File: config.mk
export PLATFORM = sky130hd
export DESIGN_NAME = serial_subtractor
export DESIGN_NICKNAME = d
export VERILOG_FILES = /design/src/rtl/serial_sub_pkg.sv /design/src/rtl/serial_subtractor_digit.sv /design/src/rtl/serial_subtractor.sv
export SDC_FILE = /design/constraint.sdc
export NUM_CORES = 1
export LEC_CHECK = 0
export BUFFER_PORTS_ARGS = -buffer_cell sky130_fd_sc_hd__buf_2
export CAP_MARGIN = 20
export CORE_MARGIN = 10
export CORE_UTILIZATION = 55
export DETAILED_ROUTE_END_ITERATION = 10
export PLACE_DENSITY = 0.92
export SLEW_MARGIN = 15
export SYNTH_ARGS = -nofsm -noshare
export SYNTH_HDL_FRONTEND = slang
export SYNTH_SLANG_ARGS = --single-unit
File: constraint.sdc
create_clock -name clk -period 8.1 [get_ports clk]
set_clock_uncertainty 0.15 [all_clocks]
set_input_delay 0.81 -clock clk [delete_from_list [all_inputs] [get_ports clk]]
set_output_delay 0.81 -clock clk [all_outputs]
set_load 0.02 [all_outputs]
File: src/rtl/serial_sub_pkg.sv
// Shared types and constants for the digit-serial subtractor.
// Holds the FSM state encoding, default widths and the counter width helper.
package serial_sub_pkg;

    localparam int unsigned SUB_WIDTH_DEF = 32;
    localparam int unsigned SUB_DIGIT_DEF = 8;

    typedef enum logic [1:0] {
        IDLE = 2'd0,
        BUSY = 2'd1,
        DONE = 2'd2
    } sub_state_e;

    // Digit counter width; a single-digit operation still needs one bit.
    function automatic int unsigned cnt_width(input int unsigned n);
        if (n <= 32'd1) begin
            return 32'd1;
        end
        return 32'($clog2(n));
    endfunction

endpackage

File: src/rtl/serial_subtractor_digit.sv
// Combinational DIGIT-bit ripple-borrow subtractor slice: d = a - b - bin.
// One per-bit borrow cell per bit, chained LSB to MSB.
module digit_subtractor #(
    parameter int unsigned DIGIT = 8
) (
    input  logic [DIGIT-1:0] a,
    input  logic [DIGIT-1:0] b,
    input  logic             bin,
    output logic [DIGIT-1:0] d,
    output logic             bout
);

    logic [DIGIT:0] br;

    always_comb begin
        br    = '0;
        d     = '0;
        br[0] = bin;
        for (int i = 0; i < int'(DIGIT); i++) begin
            d[i]    = a[i] ^ b[i] ^ br[i];
            br[i+1] = (~a[i] & b[i]) | (~(a[i] ^ b[i]) & br[i]);
        end
    end

    assign bout = br[DIGIT];

endmodule

File: src/rtl/serial_subtractor.sv
// Multi-cycle subtractor: diff = a - b - bin, DIGIT bits per clock, valid/ready on both sides.
// Define SUB_OVF_EN to add the signed-overflow output ovf.
module serial_subtractor
    import serial_sub_pkg::*;
#(
    parameter int unsigned WIDTH = SUB_WIDTH_DEF,
    parameter int unsigned DIGIT = SUB_DIGIT_DEF
) (
    input  logic             clk,
    input  logic             rst_n,
    input  logic             in_valid,
    output logic             in_ready,
    input  logic [WIDTH-1:0] a,
    input  logic [WIDTH-1:0] b,
    input  logic             bin,
    output logic             out_valid,
    input  logic             out_ready,
    output logic [WIDTH-1:0] diff,
    output logic             bout,
    output logic             zero
`ifdef SUB_OVF_EN
    ,
    output logic             ovf
`endif
);

    localparam int unsigned NUM_DIGITS = WIDTH / DIGIT;
    localparam int unsigned CW         = cnt_width(NUM_DIGITS);

    if ((DIGIT < 32'd1) || (DIGIT > WIDTH)) begin : g_bad_digit
        $fatal(1, "serial_subtractor: DIGIT must satisfy 1 <= DIGIT <= WIDTH");
    end
    if ((WIDTH % DIGIT) != 32'd0) begin : g_bad_ratio
        $fatal(1, "serial_subtractor: WIDTH must be a multiple of DIGIT");
    end

    sub_state_e       state_q;
    sub_state_e       state_d;
    logic [CW-1:0]    cnt_q;
    logic [WIDTH-1:0] a_sh_q;
    logic [WIDTH-1:0] b_sh_q;
    logic [WIDTH-1:0] res_q;
    logic             br_q;

    logic [DIGIT-1:0] dig_d;
    logic             dig_bout;
    logic [WIDTH-1:0] res_step;
    logic             last;
    logic             accept;
    logic             step;
    logic             finish;

    digit_subtractor #(
        .DIGIT (DIGIT)
    ) u_digit (
        .a    (a_sh_q[DIGIT-1:0]),
        .b    (b_sh_q[DIGIT-1:0]),
        .bin  (br_q),
        .d    (dig_d),
        .bout (dig_bout)
    );

    // New digit enters at the top so the LSB digit ends up at bit 0 after NUM_DIGITS steps.
    assign res_step = (res_q >> DIGIT) | (WIDTH'(dig_d) << (WIDTH - DIGIT));
    assign last     = (cnt_q == CW'(NUM_DIGITS - 1));

    always_ff @(posedge clk) begin
        if (!rst_n) begin
            state_q <= IDLE;
        end else begin
            state_q <= state_d;
        end
    end

    always_comb begin
        state_d = state_q;
        accept  = 1'b0;
        step    = 1'b0;
        finish  = 1'b0;
        case (state_q)
            IDLE: begin
                if (in_valid && in_ready) begin
                    accept  = 1'b1;
                    state_d = BUSY;
                end
            end
            BUSY: begin
                step = 1'b1;
                if (last) begin
                    finish  = 1'b1;
                    state_d = DONE;
                end
            end
            DONE: begin
                if (out_ready) begin
                    state_d = IDLE;
                end
            end
            default: begin
                state_d = IDLE;
            end
        endcase
    end

    // Operand shifters, running borrow, partial result and digit counter.
    always_ff @(posedge clk) begin
        if (!rst_n) begin
            a_sh_q <= '0;
            b_sh_q <= '0;
            res_q  <= '0;
            br_q   <= 1'b0;
            cnt_q  <= '0;
        end else if (accept) begin
            a_sh_q <= a;
            b_sh_q <= b;
            res_q  <= '0;
            br_q   <= bin;
            cnt_q  <= '0;
        end else if (step) begin
            a_sh_q <= a_sh_q >> DIGIT;
            b_sh_q <= b_sh_q >> DIGIT;
            res_q  <= res_step;
            br_q   <= dig_bout;
            cnt_q  <= cnt_q + CW'(1);
        end
    end

    // Handshake flags and result outputs; results load only when the last digit completes.
    always_ff @(posedge clk) begin
        if (!rst_n) begin
            in_ready  <= 1'b0;
            out_valid <= 1'b0;
            diff      <= '0;
            bout      <= 1'b0;
            zero      <= 1'b0;
        end else begin
            in_ready <= (state_d == IDLE);
            if (finish) begin
                out_valid <= 1'b1;
                diff      <= res_step;
                bout      <= dig_bout;
                zero      <= (res_step == '0);
            end else if ((state_q == DONE) && out_ready) begin
                out_valid <= 1'b0;
            end
        end
    end

`ifdef SUB_OVF_EN
    logic a_msb_q;
    logic b_msb_q;

    // Operand signs are kept from accept since the shifters discard them.
    always_ff @(posedge clk) begin
        if (!rst_n) begin
            a_msb_q <= 1'b0;
            b_msb_q <= 1'b0;
            ovf     <= 1'b0;
        end else begin
            if (accept) begin
                a_msb_q <= a[WIDTH-1];
                b_msb_q <= b[WIDTH-1];
            end
            if (finish) begin
                ovf <= (a_msb_q != b_msb_q) && (res_step[WIDTH-1] != a_msb_q);
            end
        end
    end
`endif

endmodule

==> results of run 1 <==
-- cell usage in the layout (no fill, tap or decap), types with 11 or more instances in the layout --
cell	Yosys	layout
nand2_1	164	164
dfxtp_1	129	129
buf_2	21	104
a21boi_0	75	75
a22oi_1	48	48
a21oi_1	19	19
nand3_1	18	18
a21boi_1	16	16
clkbuf_16	0	16
inv_1	11	11
nor2_1	11	11
-- sequential cells by signal (all words and copies together), names as in the netlist --
signal and cells:
res_q 24, bout 1, br_q 1, a_sh_q 32
out_valid 1, b_sh_q 32, cnt_q 2, zero 1
state_q 2, in_ready 1, diff 32
-- kinds of logic after synthesis --
| kind of cell | after synthesis | share of synthesized area (%) |
|---|---|---|
| buf+inv | 57 | 5.24 |
| compound gates | 176 | 24.7 |
| flops | 129 | 49.4 |
| xor+xnor | 1 | 0.167 |
| fa+ha+maj | 9 | 3.30 |
| simple gates | 214 | 17.2 |
-- worst max-delay path, stage by stage, from the launching register on --
cell,delay (ns)
dfxtp_1,0.38
fa_1,0.19
inv_1,0.05
fa_1,0.38
fa_1,0.39
fa_1,0.40
fa_1,0.40
fa_1,0.39
fa_1,0.39
inv_1,0.08
fa_1,0.44
nor2_1,0.10
nand4_1,0.08
or4_1,0.42
o31ai_2,0.23
-- metrics by stage --
stage          power, W  hold slack (ns)  cell area [sq um]  std cells
4_1_cts         0.00160            0.303               6310        808
3_5_place_dp   0.000831            0.295               5710        777
6_report        0.00159            0.303               6320        810
2_1_floorplan  0.000791            0.285               5230        586
3_3_place_gp   0.000824            0.291               5710        777
5_1_grt         0.00165            0.314               6310        808
-- final timing paths --
path,from,endpoint,slack [ns],cells after the start
hold / removal,a_sh_q[22]$_SDFFE_PN0P_,a_sh_q[22]$_SDFFE_PN0P_,0.30,2
hold reg to reg,a_sh_q[22]$_SDFFE_PN0P_,a_sh_q[22]$_SDFFE_PN0P_,0.30,2
setup / recovery,a_sh_q[0]$_SDFFE_PN0P_,zero$_SDFFE_PN0P_,3.53,14
setup reg to reg,a_sh_q[0]$_SDFFE_PN0P_,zero$_SDFFE_PN0P_,3.53,14
-- cell type report --
cell class	instances	area (sq um)	share of cell area (%)
clock inverters	10	160	2.54
repair buffers	108	551	8.72
flip-flops and latches	129	2580	40.9
well taps	129	161	2.56
diodes	2	5.00	0.0792
multi-input cells	400	2380	37.6
inverters	11	41.3	0.654
clock buffers	21	439	6.95
-- power groups by stage --
stage | Sequential (W) | Clock [W] | Combinational, W
2_1_floorplan | 0.000683 | 0 | 0.000108
3_3_place_gp | 0.000686 | 0 | 0.000139
3_5_place_dp | 0.000687 | 0 | 0.000145
4_1_cts | 0.000673 | 0.000776 | 0.000146
5_1_grt | 0.000676 | 0.000809 | 0.000165
6_report | 0.000674 | 0.000770 | 0.000146
-- per-layer routing --
layer | up-vias | track usage (%) | routed length (um)
li1 | 2167 | - | -
met1 | 2104 | 20.5 | 5140
met2 | 120 | 31.1 | 6560
met3 | 25 | 8.35 | 1040
met4 | 4 | 6.96 | 212
met5 | - | 0 | 21
==> metrics.yaml, run 1 <==
power_and_ir_drop:
  p_seq_share_pct: 42.4
  power_density_mw_per_mm2: 252
  netSwitchingFraction_pct: 23.1
  p_leak_nw: 2.47
  p_int_w: 0.00122
  p_clk_share_pct: 48.4
  p_sw_w: 0.000368
  vdd_drop_max_uv: 145
  power_frac_comb_pct: 9.2
grt:
  grt_pass1_vias: 4520
  grt_max_degree: 105
  grt-ovfl-total: 0
  track_usage_pct: 18.7
  grt_pass1_wl_um: 21800
  antenna_found_initial: 5
synthesis:
  syn_area_per_cell_sq_um: 8.93
  yosys_warnings: 0
  seq_area_frac_synth_pct: 49.4
  syn_inst: 586
  synth_top_area_share_pct: 49.4
  synth.most_common_cell: "nand2_1"
  yosys.area.top_type: "dfxtp_1"
  synthTopCellsByCount: "164 x nand2_1, 129 x dfxtp_1, 75 x a21boi_0, 48 x a22oi_1, 21 x buf_2"
  synth_area_sq_mm: 0.00523
  synthArstFlopShare_pct: 0
  synth_ff_type: "dfxtp_1"
  synth_edf_count: 0
  ys_ff_latch: 129
  synth_area_leaders: "dfxtp_1 49%, nand2_1 12%, a21boi_0 11%, a22oi_1 6.9%, fa_1 3.1%"
  syn_nets: 664
  synthDistinctLibCells: 34
clock_tree:
  holdBufCountCts: 0
  cts_sinks: 129
  cts_made_buffers: 17
  insertion_delay_ns: 0.52
  cts-root-buf: "clkbuf_8"
  path_clk_slew_ns: 0.06
  cts_setup_buffers: 0
  cts_buffer_depth: 2
  htree_levels: 4
  cts_resized: 0
  tritoncts: "done"
placed_design:
  gp_congestion: 0.846
  dp_hpwl_um: 8560
  io_buffers: 104
  dp_slack_ns: 3.54
timing:
  period_needed_ns: 4.57
  finalCritPeriodShare_pct: 56.4
  maxSlewHeadroom_pct: 28.9
  worstMarginPinSlew_ns: 1.06
  max_freq_mhz: 219
  fin_ws_ns: 3.53
  slew_violations: 0
  grt_setup_unrepaired: "false"
  setup_viol: 0
  hold_viol_final: 0
  final.setup.tns_ns: 0
route:
  route.detailed.drc: 0
  route.vias.total: 4420
  wire_per_inst_um: 16.0
  firstDrtPassIters: 5
  drtIter0Drc: 372
  routed_via_density: 5.46
  drt_wl_total_um: 13000
  antenna_left: 0
cells_and_area:
  nNetsFinal: 745
  utilization_pct: 68.4
  n_fill_cell: 704
  drive_gt1_share_pct: 20.8
  area_growth_pct: 20.7
die:
  initial_core_util_pct: 56.6
  die_w_um: 118
  std_cell_rows: 35
  die_h_um: 118
  dieArea_sq_mm: 0.0138
  core_area_sq_mm: 0.00924
  num_io_pins: 105
status:
  outcome: "finished clean"
worst_setup_path:
  cp.required_ns: 8.37
  crit_type: "flip-flop to flip-flop"
  startpoint_type: "flip-flop"
  cp_max_fo: 3
  cp.arrival_ns: 4.84
  cp-end-kind: "flip-flop"
job:
  cap_violations: 0
worst_hold_path:
  hp-class: "flip-flop to flip-flop"
Power figures use the tool's default switching activity.
==> inputs of run 2 (changes only) <==
--- a/config.mk
+++ b/config.mk
@@ -8,9 +8,9 @@
 export BUFFER_PORTS_ARGS = -buffer_cell sky130_fd_sc_hd__buf_2
 export CAP_MARGIN = 20
 export CORE_MARGIN = 10
-export CORE_UTILIZATION = 55
+export CORE_UTILIZATION = 49
 export DETAILED_ROUTE_END_ITERATION = 10
-export PLACE_DENSITY = 0.92
+export PLACE_DENSITY = 0.87
 export SLEW_MARGIN = 15
 export SYNTH_ARGS = -nofsm -noshare
 export SYNTH_HDL_FRONTEND = slang
==> constraint.sdc (replaced) <==
create_clock -name clk -period 4.2 [get_ports clk]
set_clock_uncertainty 0.15 [all_clocks]
set_input_delay 0.42 -clock clk [delete_from_list [all_inputs] [get_ports clk]]
set_output_delay 0.42 -clock clk [all_outputs]
set_load 0.02 [all_outputs]
==> run 2 against run 1 <==
The run now ends with setup timing left. Register-to-register slack got worse by 3.6 ns. Final area increased by 3.2%. Sequential power increased by 93%. First-iteration DRC count increased by 0.81%. Critical path type unchanged.
==> metrics.yaml, run 2 (same netlist as run 1, synthesis figures left out) <==
status:
  outcome: "complete, but fails checks"
  violations: "setup timing"
cells_and_area:
  area_growth_pct: 24.5
  top_regs: "a_sh_q x32, b_sh_q x32, diff x32"
  most-common-layout-cells: "164 x nand2_1, 128 x dfxtp_1, 104 x buf_2, 75 x a21boi_0, 48 x a22oi_1"
  insertedDiodeCount: 0
  final_common_cell: "nand2_1"
  nNetsFinal: 762
  drive_gt1_share_pct: 22.1
grt:
  grt_pass1_vias: 4593
  grt-ovfl-total: 0
  antenna_found_initial: 1
  grt_pass1_wl_um: 22200
  track_usage_pct: 18.2
  grt_max_degree: 67
clock_tree:
  htree_levels: 4
  path_clk_slew_ns: 0.06
  cts_buffer_depth: 2
  cts-root-buf: "clkbuf_8"
  tritoncts: "done"
  cts_made_buffers: 17
  insertion_delay_ns: 0.51
  cts_sinks: 129
power_and_ir_drop:
  power_frac_comb_pct: 10.2
  p_sw_w: 0.000761
  vdd_drop_max_uv: 245
  p_seq_share_pct: 42.2
  netSwitchingFraction_pct: 24.7
  power_density_mw_per_mm2: 473
  p_int_w: 0.00232
  p_leak_nw: 2.53
  p_clk_share_pct: 47.6
worst_setup_path:
  cp.arrival_ns: 4.53
  crit_type: "flip-flop to flip-flop"
  startpoint_type: "flip-flop"
  cp_max_fo: 2
  cp-end-kind: "flip-flop"
  cp.required_ns: 4.48
route:
  route.vias.total: 4516
  drtIter0Drc: 375
  route.detailed.drc: 0
  antenna_left: 0
  drt_wl_total_um: 13400
  routed_via_density: 5.42
  firstDrtPassIters: 5
  wire_per_inst_um: 16.1
timing:
  slew_violations: 0
  grt_setup_unrepaired: "true"
  whs_ns: 0.0256
  setup_viol: 1
  period_needed_ns: 4.25
  hold_viol_final: 0
  finalCritPeriodShare_pct: 101
  worstMarginPinSlew_ns: 0.902
  max_freq_mhz: 235
  fin_ws_ns: -0.0529
  maxSlewHeadroom_pct: 39.7
die:
  die_w_um: 123
  std_cell_rows: 37
  dieArea_sq_mm: 0.0152
  initial_core_util_pct: 50.5
  num_io_pins: 105
  core_area_sq_mm: 0.0104
  die_h_um: 123
worst_hold_path:
  hp-class: "primary input to flip-flop"
placed_design:
  dp_hpwl_um: 8970
  gp_congestion: 0.838
  io_buffers: 104
  dp_slack_ns: -0.134
job:
  cap_violations: 0
-- run 2: worst paths after layout --
check | from | endpoint | slack, ns | depth (start not counted)
worst max-delay path | b_sh_q[0]$_SDFFE_PN0P_ | zero$_SDFFE_PN0P_ | -0.05 | 15
worst min register to register | a_sh_q[22]$_SDFFE_PN0P_ | a_sh_q[22]$_SDFFE_PN0P_ | 0.30 | 2
worst max register to register | b_sh_q[0]$_SDFFE_PN0P_ | zero$_SDFFE_PN0P_ | -0.05 | 15
worst min-delay path | b[26] | b_sh_q[26]$_SDFFE_PN0P_ | 0.03 | 3
-- run 2: layer usage --
layer / GRT usage (%) / vias to the layer above / share of wire (%) / routed length [um]
met2: 31.7 / 151 / 50 / 6750
li1: - / 2209 / - / -
met5: 0 / - / 0.052 / 7
met3: 6.93 / 25 / 8.7 / 1170
met4: 6.55 / 2 / 1.6 / 215
met1: 19.8 / 2129 / 39 / 5280
-- run 2: timing repair --
item,4_1_cts,5_1_grt
buffers inserted,0,0
endpoints found under the setup margin,1,1
pin swaps,1,1
gates resized for setup,1,2
hold buffers,14,0
hold endpoints to repair,14,0
-- run 2: power groups by stage --
stage,Sequential [W],Combinational [W],Clock [W]
after floorplan,0.00132,0.000212,0
after global placement,0.00132,0.000282,0
after detailed placement,0.00132,0.000291,0
after CTS,0.00130,0.000304,0.00149
after global routing,0.00130,0.000351,0.00155
final,0.00130,0.000315,0.00147
-- run 2: final cells by class --
cell class | count | area [sq um]
sequential | 129 | 2580
clock inverter | 14 | 181
multi-input combinational | 400 | 2390
tap | 136 | 170
fill | 879 | 3850
clock buffer | 18 | 418
timing repair buffer | 125 | 733
inverter | 11 | 41.3
-- run 2: worst max-delay path: stages, from the launching register on --
cell	delay (ns)
dfxtp_1	0.32
inv_2	0.06
fa_1	0.17
inv_1	0.05
fa_2	0.34
fa_2	0.35
fa_2	0.36
fa_2	0.35
fa_2	0.34
fa_1	0.38
inv_1	0.08
fa_1	0.42
nor2_1	0.10
nand4_1	0.09
or4_1	0.43
o31ai_2	0.19
-- run 2: through the flow --
| step | utilization [%] | total power (W) | TNS, ns | std cells | area, sq um |
|---|---|---|---|---|---|
| 3_3_place_gp | 55.4 | 0.00160 | -0.0475 | 786 | 5750 |
| 3_5_place_dp | 55.4 | 0.00162 | -0.134 | 786 | 5750 |
| 2_1_floorplan | - | 0.00153 | 0 | 586 | 5240 |
| 6_report | 62.8 | 0.00308 | -0.0529 | 833 | 6520 |
| 5_1_grt | 62.8 | 0.00320 | -0.232 | 833 | 6520 |
| 4_1_cts | 62.6 | 0.00310 | -0.0663 | 832 | 6490 |
==> inputs of run 3 (changes only) <==
--- a/config.mk
+++ b/config.mk
@@ -7,10 +7,10 @@
 export LEC_CHECK = 0
 export BUFFER_PORTS_ARGS = -buffer_cell sky130_fd_sc_hd__buf_2
 export CAP_MARGIN = 20
-export CORE_MARGIN = 10
+export CORE_MARGIN = 1.5
 export CORE_UTILIZATION = 49
 export DETAILED_ROUTE_END_ITERATION = 10
-export PLACE_DENSITY = 0.87
+export PLACE_DENSITY = 0.72
 export SLEW_MARGIN = 15
 export SYNTH_ARGS = -nofsm -noshare
 export SYNTH_HDL_FRONTEND = slang
==> run 3 against run 2 <==
The run now ends clean. First-iteration DRC count decreased by 34%. Critical path depth did not move. Final area fell by 0.44%. Via count is 2.6% lower. Sequential share of layout area increased by 0.20 points. Combinational power about the same. Utilization about the same. Die area decreased by 26%.
==> metrics.yaml, run 3 (same netlist as run 1, synthesis figures left out) <==
route:
  route.vias.total: 4398
  antenna_left: 0
  drtIter0Drc: 246
  drt_wl_total_um: 12400
  firstDrtPassIters: 5
  routed_via_density: 5.31
  route.detailed.drc: 0
  wire_per_inst_um: 15.0
timing:
  hold_viol_final: 0
  worstMarginPinSlew_ns: 0.943
  maxSlewHeadroom_pct: 37.0
  setup_viol: 0
  max_freq_mhz: 240
  finalCritPeriodShare_pct: 99.4
  slew_violations: 0
  period_needed_ns: 4.17
  final.setup.tns_ns: 0
  grt_setup_unrepaired: "true"
  fin_ws_ns: 0.0272
  whs_ns: 0.0190
power_and_ir_drop:
  p_seq_share_pct: 41.6
  power_frac_comb_pct: 10.1
  p_clk_share_pct: 48.3
  p_int_w: 0.00240
  netSwitchingFraction_pct: 23.3
  p_sw_w: 0.000726
  vdd_drop_max_uv: 300
  p_leak_nw: 2.53
  power_density_mw_per_mm2: 481
grt:
  antenna_found_initial: 0
  grt_pass1_vias: 4317
  grt_max_degree: 74
  track_usage_pct: 23.6
  grt_pass1_wl_um: 21100
  grt-ovfl-total: 0
placed_design:
  dp_slack_ns: -0.101
  gp_congestion: 0.819
  dp.cells: 787
  place_area_sq_mm: 0.00575
  dp_hpwl_um: 8220
  io_buffers: 104
job:
  cap_violations: 0
worst_setup_path:
  crit_family: "adder cells"
  crit_chain: "inv_2 > fa_1 > inv_1 > fa_2 > fa_2 > fa_2 > fa_2 > fa_2 > fa_2 > inv_2 > fa_1 > nor2_1 > nand4_1 > or4_1 > o31ai_2"
  cpPeakStageDelay_ns: 0.42
  crit_type: "flip-flop to flip-flop"
  cp.required_ns: 4.49
  cp_max_fo: 2
  cp_num_buf_inv: 3
  startpoint_type: "flip-flop"
  cp.arrival_ns: 4.46
  cp-end-kind: "flip-flop"
  path_common_cell: "fa_2"
  slowest_stage: "fa_1"
die:
  core_area_sq_mm: 0.0103
  num_io_pins: 105
  die_h_um: 106
  die_w_um: 106
  std_cell_rows: 37
  dieArea_sq_mm: 0.0113
  initial_core_util_pct: 50.7
cells_and_area:
  top_regs: "a_sh_q x32, b_sh_q x32, diff x32"
  drive_gt1_share_pct: 22.8
  fin_cells: 829
  final_common_cell: "nand2_1"
  area_growth_pct: 24.0
  insertedDiodeCount: 0
  most-common-layout-cells: "164 x nand2_1, 127 x dfxtp_1, 104 x buf_2, 75 x a21boi_0, 48 x a22oi_1"
  nNetsFinal: 758
  fin_area_sq_mm: 0.00649
worst_hold_path:
  hp-class: "primary input to flip-flop"
clock_tree:
  cts_buffer_depth: 2
  cts_sinks: 129
  path_clk_slew_ns: 0.06
  cts_setup_buffers: 0
  cts-root-buf: "clkbuf_8"
  htree_levels: 4
  insertion_delay_ns: 0.51
  cts_made_buffers: 17
  tritoncts: "done"
status:
  outcome: "finished clean"
==> run 3: cell types whose count changed in the layout (fill, tap and decap cells not counted), moves of 3 or more <==
cell and delta:
clkinv_2 +5, clkinv_4 -4, dlygate4sd3_1 -5, inv_6 -3
==> run 3: worst paths after layout <==
check | startpoint | end | slack [ns] | cells past startpoint
min reg2reg | a_sh_q[9]$_SDFFE_PN0P_ | a_sh_q[9]$_SDFFE_PN0P_ | 0.30 | 2
max | b_sh_q[0]$_SDFFE_PN0P_ | zero$_SDFFE_PN0P_ | 0.03 | 15
min | b[29] | b_sh_q[29]$_SDFFE_PN0P_ | 0.02 | 3
max reg2reg | b_sh_q[0]$_SDFFE_PN0P_ | zero$_SDFFE_PN0P_ | 0.03 | 15
==> run 3: power by group through the flow <==
stage | sequential (W) | clock [W] | combinational, W
finish | 0.00130 | 0.00151 | 0.000315
global route | 0.00131 | 0.00158 | 0.000355
CTS | 0.00130 | 0.00152 | 0.000309
detailed placement | 0.00133 | 0 | 0.000298
global placement | 0.00132 | 0 | 0.000291
floorplan | 0.00132 | 0 | 0.000212
==> run 3: routing by layer <==
metal,GRT usage (%),part of all wire [%]
met1,30.7,45
met2,37.2,48
met3,7.66,6.6
met4,7.05,0.82
met5,0,0
==> run 3: worst min-delay path, stage by stage <==
cell and delay [ns]:
buf_2 0.09, nand2_1 0.04, a21boi_0 0.07
==> run 3: what timing repair did <==
item,in CTS,in global routing
gates resized for setup,3,4
hold endpoints to repair,9,0
endpoints found under the setup margin,1,1
hold buffers,9,0
==> run 3: per-stage QoR <==
stage / power, W / utilization [%]
after floorplan: 0.00153 / -
after global placement: 0.00161 / 55.7
after detailed placement: 0.00162 / 55.7
after CTS: 0.00313 / 62.6
after global routing: 0.00324 / 62.8
final: 0.00312 / 62.8
==> run 3: final cells by class <==
| type | instances | area [sq um] |
|---|---|---|
| clock buffer | 21 | 449 |
| clock inverter | 11 | 160 |
| fill | 900 | 3840 |
| inverter | 11 | 41.3 |
| multi-input combinational | 400 | 2390 |
| sequential | 129 | 2580 |
| tap | 136 | 170 |
| timing repair buffer | 121 | 691 |
